--- src/rtl/motor_timer_fsm_pkg.sv ---
// Shared state codes, select limits and BCD helpers for the motor timer.
// Also used by motor_time_control for the select range.
package motor_timer_fsm_pkg;

  typedef enum logic [2:0] {
    ST_IDLE  = 3'd0,
    ST_RUN   = 3'd1,
    ST_PAUSE = 3'd2,
    ST_DONE  = 3'd3
  } state_t;

  localparam logic [2:0] SEL_OFF = 3'd0;
  localparam logic [2:0] SEL_MAX = 3'd4;

  typedef struct packed {
    logic [3:0] tens;
    logic [3:0] units;
  } bcd_t;

  // Add to the tens digit; anything past 9x saturates to 99.
  function automatic bcd_t bcd_add_tens(
    input bcd_t       t,
    input logic [3:0] step
  );
    bcd_t       r;
    logic [4:0] sum;
    sum = {1'b0, t.tens} + {1'b0, step};
    r   = t;
    if (sum > 5'd9) begin
      r.tens  = 4'd9;
      r.units = 4'd9;
    end else begin
      r.tens = sum[3:0];
    end
    return r;
  endfunction

  function automatic bcd_t bcd_dec(input bcd_t t);
    bcd_t r;
    r = t;
    if (t.units != 4'd0) begin
      r.units = t.units - 4'd1;
    end else if (t.tens != 4'd0) begin
      r.units = 4'd9;
      r.tens  = t.tens - 4'd1;
    end
    return r;
  endfunction

  function automatic logic [2:0] sel_next(input logic [2:0] s);
    return (s >= SEL_MAX) ? 3'd1 : s + 3'd1;
  endfunction

endpackage

--- src/rtl/motor_timer_fsm_tick_gen.sv ---
// One-second prescaler: pulses o_tick on the last count of TICK_DIV.
// Holds its count while disabled so a paused run resumes mid-second.
module tick_gen #(
  parameter int TICK_DIV = 100_000_000
) (
  input  logic i_clk,
  input  logic i_rst_n,
  input  logic i_en,
  input  logic i_clr,
  output logic o_tick
);

  localparam int W = $clog2(TICK_DIV);
  localparam logic [W-1:0] LAST = W'(TICK_DIV - 1);

  logic [W-1:0] cnt;

  assign o_tick = i_en && (cnt == LAST);

  always_ff @(posedge i_clk or negedge i_rst_n) begin
    if (!i_rst_n) begin
      cnt <= '0;
    end else if (i_clr) begin
      cnt <= '0;
    end else if (i_en) begin
      cnt <= (cnt == LAST) ? '0 : cnt + 1'b1;
    end
  end

endmodule

--- src/rtl/motor_timer_fsm.sv ---
// Run/pause sequencer with BCD countdown and speed select for the
// motor panel; all outputs are registered.
module motor_timer_fsm
  import motor_timer_fsm_pkg::*;
#(
  parameter int TICK_DIV  = 100_000_000,
  parameter int TIME_STEP = 1
) (
  input  logic       i_clk,
  input  logic       i_rst_n,
  input  logic       i_btn_speed,
  input  logic       i_btn_time,
  input  logic       i_btn_start,
  input  logic       i_btn_stop,
  output logic [3:0] o_sec_10,
  output logic [3:0] o_sec_1,
  output logic [2:0] o_select,
  output logic [2:0] o_state,
  output logic       o_running,
  output logic       o_done
);

  localparam logic [3:0] STEP = 4'(TIME_STEP);

  state_t     state_q, state_d;
  bcd_t       time_q, time_d, t;
  logic [2:0] sel_q, sel_d;
  logic       run_q, done_q, done_d;
  logic       tick, tick_en, tick_clr;
  logic       time_nz;

  assign time_nz = (time_q != '0);

  // A start/stop edge in RUN freezes the prescaler so PAUSE keeps the phase.
  assign tick_en = (state_q == ST_RUN) && !i_btn_start && !i_btn_stop;
  assign tick_clr = (state_q == ST_IDLE) && !i_btn_stop && i_btn_start
                 && time_nz && (sel_q != SEL_OFF);

  tick_gen #(
    .TICK_DIV (TICK_DIV)
  ) u_tick (
    .i_clk   (i_clk),
    .i_rst_n (i_rst_n),
    .i_en    (tick_en),
    .i_clr   (tick_clr),
    .o_tick  (tick)
  );

  always_comb begin
    state_d = state_q;
    time_d  = time_q;
    sel_d   = sel_q;
    done_d  = 1'b0;
    t       = time_q;
    unique case (state_q)
      ST_IDLE: begin
        if (i_btn_stop) begin
          time_d = '0;
          sel_d  = SEL_OFF;
        end else if (i_btn_start) begin
          if (tick_clr) state_d = ST_RUN;
        end else if (i_btn_time) begin
          time_d = bcd_add_tens(time_q, STEP);
        end else if (i_btn_speed) begin
          sel_d = sel_next(sel_q);
        end
      end
      ST_RUN: begin
        if (i_btn_stop) begin
          state_d = ST_IDLE;
          time_d  = '0;
          sel_d   = SEL_OFF;
        end else if (i_btn_start) begin
          state_d = ST_PAUSE;
        end else begin
          if (i_btn_time) t = bcd_add_tens(t, STEP);
          else if (i_btn_speed) sel_d = sel_next(sel_q);
          if (tick) t = bcd_dec(t);
          time_d = t;
          if (tick && t == '0) begin
            state_d = ST_DONE;
            sel_d   = SEL_OFF;
            done_d  = 1'b1;
          end
        end
      end
      ST_PAUSE: begin
        if (i_btn_stop) begin
          state_d = ST_IDLE;
          time_d  = '0;
          sel_d   = SEL_OFF;
        end else if (i_btn_start) begin
          state_d = ST_RUN;
        end else if (i_btn_time) begin
          time_d = bcd_add_tens(time_q, STEP);
        end else if (i_btn_speed) begin
          sel_d = sel_next(sel_q);
        end
      end
      ST_DONE: begin
        state_d = ST_IDLE;
        time_d  = '0;
        sel_d   = SEL_OFF;
      end
      default: begin
        state_d = ST_IDLE;
        time_d  = '0;
        sel_d   = SEL_OFF;
      end
    endcase
  end

  always_ff @(posedge i_clk or negedge i_rst_n) begin
    if (!i_rst_n) begin
      state_q <= ST_IDLE;
      time_q  <= '0;
      sel_q   <= SEL_OFF;
      run_q   <= 1'b0;
      done_q  <= 1'b0;
    end else begin
      state_q <= state_d;
      time_q  <= time_d;
      sel_q   <= sel_d;
      run_q   <= (state_d == ST_RUN);
      done_q  <= done_d;
    end
  end

  assign o_sec_10  = time_q.tens;
  assign o_sec_1   = time_q.units;
  assign o_select  = sel_q;
  assign o_state   = state_q;
  assign o_running = run_q;
  assign o_done    = done_q;

endmodule

--- config.mk ---
export PLATFORM = sky130hd
export DESIGN_NAME = motor_timer_fsm
export DESIGN_NICKNAME = d
export VERILOG_FILES = /design/src/rtl/motor_timer_fsm_pkg.sv /design/src/rtl/motor_timer_fsm_tick_gen.sv /design/src/rtl/motor_timer_fsm.sv
export SDC_FILE = /design/constraint.sdc
export NUM_CORES = 1
export LEC_CHECK = 0
export CAP_MARGIN = 20
export CORE_AREA = 2 2 88 90
export CTS_BUF_LIST = sky130_fd_sc_hd__clkbuf_8
export CTS_CLUSTER_DIAMETER = 50
export CTS_CLUSTER_SIZE = 40
export DETAILED_ROUTE_END_ITERATION = 6
export DIE_AREA = 0 0 90 92
export GPL_TIMING_DRIVEN = 1
export PLACE_DENSITY = 0.55
export RECOVER_POWER = 100
export SYNTH_ARGS = -nofsm -noshare
export SYNTH_HDL_FRONTEND = slang
export SYNTH_SLANG_ARGS = --single-unit
--- constraint.sdc ---
create_clock -name i_clk -period 5.4 [get_ports i_clk]
set_input_delay 1.62 -clock i_clk [delete_from_list [all_inputs] [get_ports i_clk]]
set_output_delay 1.62 -clock i_clk [all_outputs]
set_load 0.05 [all_outputs]
Yosys cells after proc, flatten, opt, wreduce, memory -nomap -nowiden
Index checks and enable logic that the tools add are counted.

cells by class
  order comparisons = 2
  add/subtract/negate cells = 5
  reduce and logical (&&, ||, !) cells = 19
  equal/unequal tests = 6
  mux-type cells = 42

operators by type and width
  operator               count
  $mux 8                 12
  $mux 27                3
  $mux 3                 16
  $add 27x1->27 const B  1
  $eq 27x27->1 const B   1
  $mux 4                 4
  $pmux 8 s2             1
  $pmux 3 s3             1
  $logic_and 1x1->1      8
  $logic_not 8->1        1
  $reduce_bool 4->1      2
  $reduce_bool 8->1      1
  $sub 4x1->4 const B    2
  $eq 3x1->1 const B     2
  $pmux 3 s2             1
  $add 4x1->5 const B    1
  $gt 5x4->1 const B     1
  $mux 1                 4
  $add 3x1->3 const B    1
  $eq 3x2->1 const B     1
  $ge 3x3->1 const B     1
  $logic_not 3->1        1
  $ne 3x2->1 const B     1
  $ne 3x3->1 const B     1
  other kinds (5)        6

word-level totals
  output and inout bits = 16
  bits in registers = 43
  input port bits = 6
  word-level logic and storage cells = 81

Depth between registers and ports, before layout
Gate-level depths: netlist of run 1.

  depth after elaboration = 21
  depth in mapped cells = 16
  gate-level depth less buffers = 14

Cells and area by module
Synthesis of run 1 repeated with hierarchy kept, for this count alone.

second synthesis, totals
  cell total of the unflattened synthesis = 341
  area, all modules = 2,977.9 µm²

by module, submodules not included
  module           area each (µm²)  times used  sequential area each (µm²)  cells each
  tick_gen         1,609.0          1           675.6                       173
  motor_timer_fsm  1,368.8          1           400.4                       168

Least setup slack after synthesis of run 1
No wires, ideal clock.

  path type = input-to-reg
  from = input port i_btn_time
  to = register sel_q[1], in the netlist o_select[1]
  setup time = 0.122 ns
  cell stages on the path = 11
  setup slack = 1.104 ns
  required time = 5.278 ns
  arrival time = 4.174 ns
  cells stage by stage = clkbuf_1 -> nand3_1 -> nand2_1 -> ha_1 -> nand2_1 -> or4b_4 -> a211o_1 -> a2111oi_4 -> nor4b_4 -> nor2_1 -> a32o_1

on the way
  cells in the longest elaborated chain, start to end = 17
  elaborated cells between the ends (all ways) = 24

ends and longest elaborated chain
  item                                              line                                                  text
  start: declaration                                motor_timer_fsm.sv:12                                 input logic i_btn_time,
  $mux 8 (2 in a row)                               n/a
  $mux 8                                            motor_timer_fsm.sv:69                                 if (i_btn_stop) begin
  $mux 8                                            motor_timer_fsm.sv:55                                 unique case (state_q)
  $sub 4x1->4 or $reduce_bool 4->1 (tied branches)  motor_timer_fsm_pkg.sv:45, motor_timer_fsm_pkg.sv:43
  $mux 8                                            motor_timer_fsm_pkg.sv:43                             end else if (t.tens != 4'd0) begin
  $mux 4                                            motor_timer_fsm_pkg.sv:41                             if (t.units != 4'd0) begin
  $mux 8                                            motor_timer_fsm.sv:78                                 if (tick) t = bcd_dec(t);
  $mux 8                                            motor_timer_fsm.sv:73                                 end else if (i_btn_start) begin
  $mux 8                                            motor_timer_fsm.sv:69
  $mux 8                                            motor_timer_fsm.sv:55
  $logic_not 8->1                                   motor_timer_fsm.sv:80                                 if (tick && t == '0) begin
  $logic_and 1x1->1                                 motor_timer_fsm.sv:80
  $mux 3                                            motor_timer_fsm.sv:80
  $mux 3                                            motor_timer_fsm.sv:73
  $mux 3                                            motor_timer_fsm.sv:69
  $pmux 3 s2 (*)                                    motor_timer_fsm.sv:55
  end signal: assignment                            motor_timer_fsm.sv:123                                sel_q <= sel_d;
  end: declaration                                  motor_timer_fsm.sv:27                                 logic [2:0] sel_q, sel_d;

Mark *: on every way between the ends. The rest lies on a longest branch, timed or not. The select of a mux whose other input is x is not followed.
A chain may end at the register's enable or synchronous reset.

Worst setup path after layout of run 1
Same ends and word-level chain as after synthesis.

==> results.json, run 1 <==
{
  "seq_power_share_pct": 57.3,
  "drt_iter0_drc": 140,
  "crit_arrival_ns": 5.12,
  "period_needed_ns": 4.931,
  "cts_tree": "done",
  "max_freq_ghz": 0.2028,
  "switching_power_w": 0.0001435,
  "grt_max_degree": 44,
  "cts-root-buf": "clkbuf_8",
  "route.met2.wl_mm": 3.329,
  "crit_required_ns": 5.59,
  "wl_mm": 6.968,
  "drc": 0,
  "cts_resized": 0,
  "clk_latency_ns": 0.29,
  "wire_per_inst_um": 15.25,
  "drive_gt1_share_pct": 6.197,
  "p_per_area_nw_per_um2": 176.7,
  "setup_violations": 0,
  "synth_edf_count": 0,
  "ant_nets": 0,
  "endpoint_kind": "flip-flop",
  "ctsHoldBuffers": 0,
  "ys_seq_area_share_pct": 37.82,
  "clockPowerShare_pct": 34.9,
  "p_int_w": 0.0004245,
  "clk_pin_slew_worst_paths_ns": 0.09,
  "vdd_drop_max_v": 0.0001105,
  "syn2layout_area_growth_pct": 12.97,
  "highest-signal-layer": "met4",
  "start_kind": "input pin",
  "post_cts_buffers": 0,
  "die_area_sq_um": 8280,
  "via_per_inst": 5.521,
  "power.leakage_nw": 1.396,
  "grt_antenna_before_repair": 0,
  "ys_seq_elements": 43,
  "die_x_um": 90,
  "rsz0062_at_grt": "false",
  "cts_max_level": 2,
  "clockBufferDepth": 2,
  "cts_made_buffers": 5,
  "hpwl_mm": 5.160,
  "synth_ff_type": "dfrtp_1",
  "synth_fp_nets": 347,
  "async_reset_ff_share_pct": 100.0,
  "switching_share_pct": 25.26,
  "routabilityCongestion": 0.8078,
  "fin_crit_sh_pct": 91.31,
  "combPwrFrac_pct": 7.8,
  "grt_util_all_layers_pct": 17.49,
  "yosysWarnings": 0,
  "grt_pass1_vias": 2421,
  "chipHeight_um": 92,
  "start_util_pct": 38.21,
  "maxCapViolCount": 0,
  "boundaryPins": 22,
  "insertedDiodeCount": 0,
  "synth_top_area_share_pct": 37.82,
  "path_max_fanout": 15,
  "criticalPathCategory": "input pin to flip-flop",
  "grt_pass1_wl_mm": 11.84,
  "timing.slew.headroom_pct": 5.061,
  "gr-total-overflow": 0,
  "drt_first_pass_iters": 4,
  "syn_inst": 334,
  "vias": 2523,
  "yosysTopAreaCell": "dfrtp_1",
  "tightest_slew_ns": 1.424,
  "syn-mean-instance-area_sq_um": 8.519,
  "dr_wl_met3_um": 198,
  "status": "completed",
  "setup_tns_ns": 0,
  "coreArea_sq_um": 7447,
  "layout.nets": 367,
  "cts_sinks": 43,
  "rows": 32,
  "slew_violations": 0,
  "hold_viol": 0,
  "yosys-top-cells-area": "dfrtp_1 (38%), o21ai_0 (5.5%), nor2_1 (4.9%)",
  "portBuffers": 21,
  "synthesis.area_sq_um": 2845,
  "drt-met1-wl_mm": 3.361,
  "skew_ns": 0.01193,
  "timing.hold.ws_ns": 0.4890,
  "hold_class": "flip-flop to flip-flop",
  "ys_types": 59
}
[sequential cells by signal, summed over array words and instances, names as in the netlist]
name and cells:
o_running 1, o_sec_10 4, o_state 3, o_done 1
o_select 3, u_tick.cnt 27, o_sec_1 4
[power by group through the flow]
stage / clock (W) / combinational (W) / sequential, W
after global placement: 0 / 0.0000461 / 0.000332
after CTS: 0.000203 / 0.0000462 / 0.000325
final: 0.000198 / 0.0000445 / 0.000325
after detailed placement: 0 / 0.0000460 / 0.000332
after floorplan: 0 / 0.0000241 / 0.000335
after global routing: 0.000218 / 0.0000495 / 0.000326
[critical path: stages]
cell	delay (ns)
dlygate4sd3_1	0.84
nand3_1	0.26
nand2_1	0.14
ha_1	0.21
nand2_1	0.12
or4b_1	0.51
a211o_1	0.35
a2111oi_4	0.30
nor4b_4	0.35
o21ai_0	0.19
a32o_1	0.23
[stage by stage]
stage	power [W]	instances	setup slack [ns]	utilization, %	cell area (sq um)
after floorplan	0.0003586	334	1.104	-	2845
after global placement	0.0003779	448	0.3784	42.31	3151
after detailed placement	0.0003778	448	0.3100	42.31	3151
after CTS	0.0005747	456	0.6047	43.40	3232
after global routing	0.0005934	457	0.2123	43.16	3214
final	0.0005680	457	0.4695	43.16	3214
[synthesized netlist by cell type (all sizes together), types with 4 or more instances]
library cell	count
a21oi	16
nand3	22
or3	5
nand2b	5
dfrtp	43
and3	9
a22o	6
o21ai	32
nand2	30
nor2b	4
inv	9
nor4b	4
and2	7
clkbuf	9
o22ai	4
buf	5
ha	7
nand4	7
nor3	9
a31oi	9
nor2	37
xor2	10
[worst paths after layout]
check / startpoint / endpoint / slack (ns) / cells past startpoint
worst max-delay path: i_btn_time / o_select[1] / 0.47 / 11
worst min-delay path: u_tick.cnt[16] / u_tick.cnt[16] / 0.49 / 1
worst max register to register: o_sec_10[0] / o_select[1] / 1.30 / 13
worst min register to register: u_tick.cnt[16] / u_tick.cnt[16] / 0.49 / 1
max in group asynchronous: i_rst_n / u_tick.cnt[4] / 2.10 / 2
min in group asynchronous: i_rst_n / u_tick.cnt[10] / 1.46 / 1
[cell usage in the layout (no fill, tap or decap), types with 7 or more instances in the layout]
cell type and instances:
a21oi_1 16, a31oi_1 9, and3_1 7, dfrtp_1 43, dlygate4sd3_1 18, ha_1 7, inv_1 11, nand2_1 30
nand3_1 21, nor2_1 37, nor3_1 9, o21ai_0 32, xor2_1 10
[cells by family (layout without fill, tap and decap cells)]
family,after synthesis,after routing,share of synthesized area (%)
simple gates,153,153,28.89
compound gates,89,89,20.54
flops,43,43,37.82
buf+inv,23,44,3.474
xor+xnor,12,12,3.694
fa+ha+maj,7,7,3.078
mux,6,6,2.375
other cells,1,1,0.1318
[area by class of cell]
class | instances | area [sq um]
fillers | 793 | 4233
multi-input cells | 268 | 1662
clock buffers | 5 | 68.82
well taps | 102 | 127.6
inverters | 9 | 33.78
clock inverters | 3 | 12.51
repair buffers | 27 | 234.0
flip-flops and latches | 43 | 1076
[metal layers]
metal / vias to the layer above / GRT usage [%]
met5: - / 0
met4: 0 / 5.256
met3: 7 / 2.958
met2: 35 / 29.32
met1: 1222 / 23.28
li1: 1259 / -
Power figures use the tool's default switching activity.
==> inputs of run 2 (changes only) <==
--- a/config.mk
+++ b/config.mk
@@ -5,6 +5,7 @@
 export SDC_FILE = /design/constraint.sdc
 export NUM_CORES = 1
 export LEC_CHECK = 0
+export ABC_CLOCK_PERIOD_IN_PS = 5400
 export CAP_MARGIN = 20
 export CORE_AREA = 2 2 88 90
 export CTS_BUF_LIST = sky130_fd_sc_hd__clkbuf_8
@@ -14,7 +15,7 @@
 export DIE_AREA = 0 0 90 92
 export GPL_TIMING_DRIVEN = 1
 export PLACE_DENSITY = 0.55
-export RECOVER_POWER = 100
+export RECOVER_POWER = 50
 export SYNTH_ARGS = -nofsm -noshare
 export SYNTH_HDL_FRONTEND = slang
 export SYNTH_SLANG_ARGS = --single-unit
==> run 2 against run 1 <==
Count of clock-buffer cells in the layout did not move. Sequential share of layout area shrank 0.21 points. Final cell count stayed put. First-iteration DRC count down 17%. Largest cell class unchanged. Highest routed layer unchanged.
==> results.json, run 2 (synthesis gave the netlist of run 1 again) <==
{
  "status": "completed",
  "ctsHoldBuffers": 0,
  "p_per_area_nw_per_um2": 176.1,
  "p_int_w": 0.0004258,
  "seq_power_share_pct": 57.1,
  "coreArea_sq_um": 7447,
  "chipHeight_um": 92,
  "holdCritStartpoint": "u_tick.cnt[16]",
  "fin_crit_sh_pct": 89.03,
  "rsz0062_at_grt": "false",
  "die_area_sq_um": 8280,
  "grt_max_degree": 44,
  "grt_pass1_vias": 2421,
  "timing.hold.ws_ns": 0.4890,
  "wl_mm": 6.964,
  "r2r_cells": 13,
  "clk_latency_ns": 0.30,
  "timing.slew.headroom_pct": 4.969,
  "combPwrFrac_pct": 8.0,
  "cpLargestDelayFamily": "simple AND/OR/NAND/NOR gates",
  "crit_path_cell_trace": "clkdlybuf4s50_1, nand3_1, nand2_1, ha_1, nand2_1, or4b_4, a211o_1, a2111oi_4, nor4b_4, nor2_1, a32o_1",
  "clk_pin_slew_worst_paths_ns": 0.09,
  "insertedDiodeCount": 0,
  "crit_top_cell": "nand2_1",
  "setup_tns_ns": 0,
  "drt_first_pass_iters": 4,
  "cts_sinks": 43,
  "layout_commonest_cell": "dfrtp_1",
  "cp-startpoint": "i_btn_time",
  "cts_tree": "done",
  "grt_pass1_wl_mm": 11.84,
  "grt_antenna_before_repair": 0,
  "crit_arrival_ns": 5.00,
  "tightest_slew_ns": 1.425,
  "drive_gt1_share_pct": 7.606,
  "criticalPathCategory": "input pin to flip-flop",
  "clockBufferDepth": 2,
  "start_util_pct": 38.21,
  "reg2reg_setup_slack_ns": 1.34,
  "cts_max_level": 2,
  "endpoint_kind": "flip-flop",
  "clockPowerShare_pct": 34.8,
  "slew_violations": 0,
  "vdd_drop_max_v": 0.0001108,
  "power.leakage_nw": 1.381,
  "switching_share_pct": 25.25,
  "largest_reg_flops": 27,
  "max_freq_ghz": 0.2080,
  "period_needed_ns": 4.808,
  "cts_resized": 0,
  "setup_violations": 0,
  "post_cts_buffers": 0,
  "drc": 0,
  "final_cell_mix": "dfrtp_1 (43), nor2_1 (37), o21ai_0 (31), nand2_1 (30), nand3_1 (20)",
  "syn2layout_area_growth_pct": 13.68,
  "power_w": 0.0005697,
  "maxCapViolCount": 0,
  "r2r-end": "o_select[1]",
  "switching_power_w": 0.0001439,
  "layout.nets": 367,
  "regToRegStartpoint": "o_sec_10[0]",
  "path_max_fanout": 15,
  "regMostFlops": "u_tick.cnt",
  "portBuffers": 21,
  "vias": 2522,
  "gr-total-overflow": 0,
  "skew_ns": 0.01163,
  "cts_made_buffers": 5,
  "die_x_um": 90,
  "hpwl_mm": 5.160,
  "rows": 32,
  "boundaryPins": 22,
  "endpoint": "o_select[1]",
  "wire_per_inst_um": 15.24,
  "drt_iter0_drc": 116,
  "cts-root-buf": "clkbuf_8",
  "grt_util_all_layers_pct": 17.49,
  "hold_class": "flip-flop to flip-flop",
  "start_kind": "input pin",
  "hold_viol": 0,
  "cp.depth": 11,
  "slowest_delay_ns": 0.77,
  "crit_required_ns": 5.59,
  "ant_nets": 0,
  "critPathBufInv": 1,
  "routabilityCongestion": 0.8078,
  "worst_path_max_delay_cell": "clkdlybuf4s50_1",
  "via_per_inst": 5.519
}
run 2: cell types whose count changed in the layout (fill, tap and decap cells not counted), moves of 3 or more:
cell,before,now
buf_4,2,5
clkbuf_1,5,2
clkdlybuf4s50_1,2,13
dlygate4sd3_1,18,7
run 2: power by group through the flow:
| stage | Sequential [W] | Combinational (W) | Clock (W) |
|---|---|---|---|
| floorplan | 0.000335 | 0.0000241 | 0 |
| global placement | 0.000332 | 0.0000461 | 0 |
| detailed placement | 0.000332 | 0.0000460 | 0 |
| CTS | 0.000325 | 0.0000462 | 0.000203 |
| global route | 0.000326 | 0.0000510 | 0.000218 |
| finish | 0.000325 | 0.0000458 | 0.000198 |
run 2: how the worst min path moves through the flow:
stage	endpoint	slack (ns)	cells past startpoint
6_report	u_tick.cnt[16]	0.49	1
5_1_grt	u_tick.cnt[16]	0.52	1
3_5_place_dp	u_tick.cnt[16]	0.47	1
2_1_floorplan	u_tick.cnt[16]	0.44	1
3_3_place_gp	u_tick.cnt[16]	0.46	1
4_1_cts	u_tick.cnt[16]	0.49	1
run 2: metal layers:
metal  part of all wire [%]  up-vias  wire length (um)  track usage [%]
met5                      0        -                 0                0
met4                    1.1        0                78            5.256
li1                       -     1259                 -                -
met1                     49     1227              3378            23.28
met3                    2.4        7               170            2.958
met2                     48       29              3336            29.32
run 2: cell type report:
class                           instances  area [sq um]
Fill cell                             789          4213
Tap cell                              102         127.6
Timing Repair Buffer                   27         245.2
Clock inverter                          3         12.51
Clock buffer                            5         68.82
Inverter                                9         33.78
Multi-Input combinational cell        268          1670
Sequential cell                        43          1076
run 2: metrics by stage:
| stage | util, % | setup WS (ns) | std cells | cell area (sq um) |
|---|---|---|---|---|
| 2_1_floorplan | - | 1.104 | 334 | 2845 |
| 3_3_place_gp | 42.31 | 0.3784 | 448 | 3151 |
| 3_5_place_dp | 42.31 | 0.3100 | 448 | 3151 |
| 4_1_cts | 43.40 | 0.6047 | 456 | 3232 |
| 5_1_grt | 43.43 | 0.3606 | 457 | 3234 |
| 6_report | 43.43 | 0.5921 | 457 | 3234 |
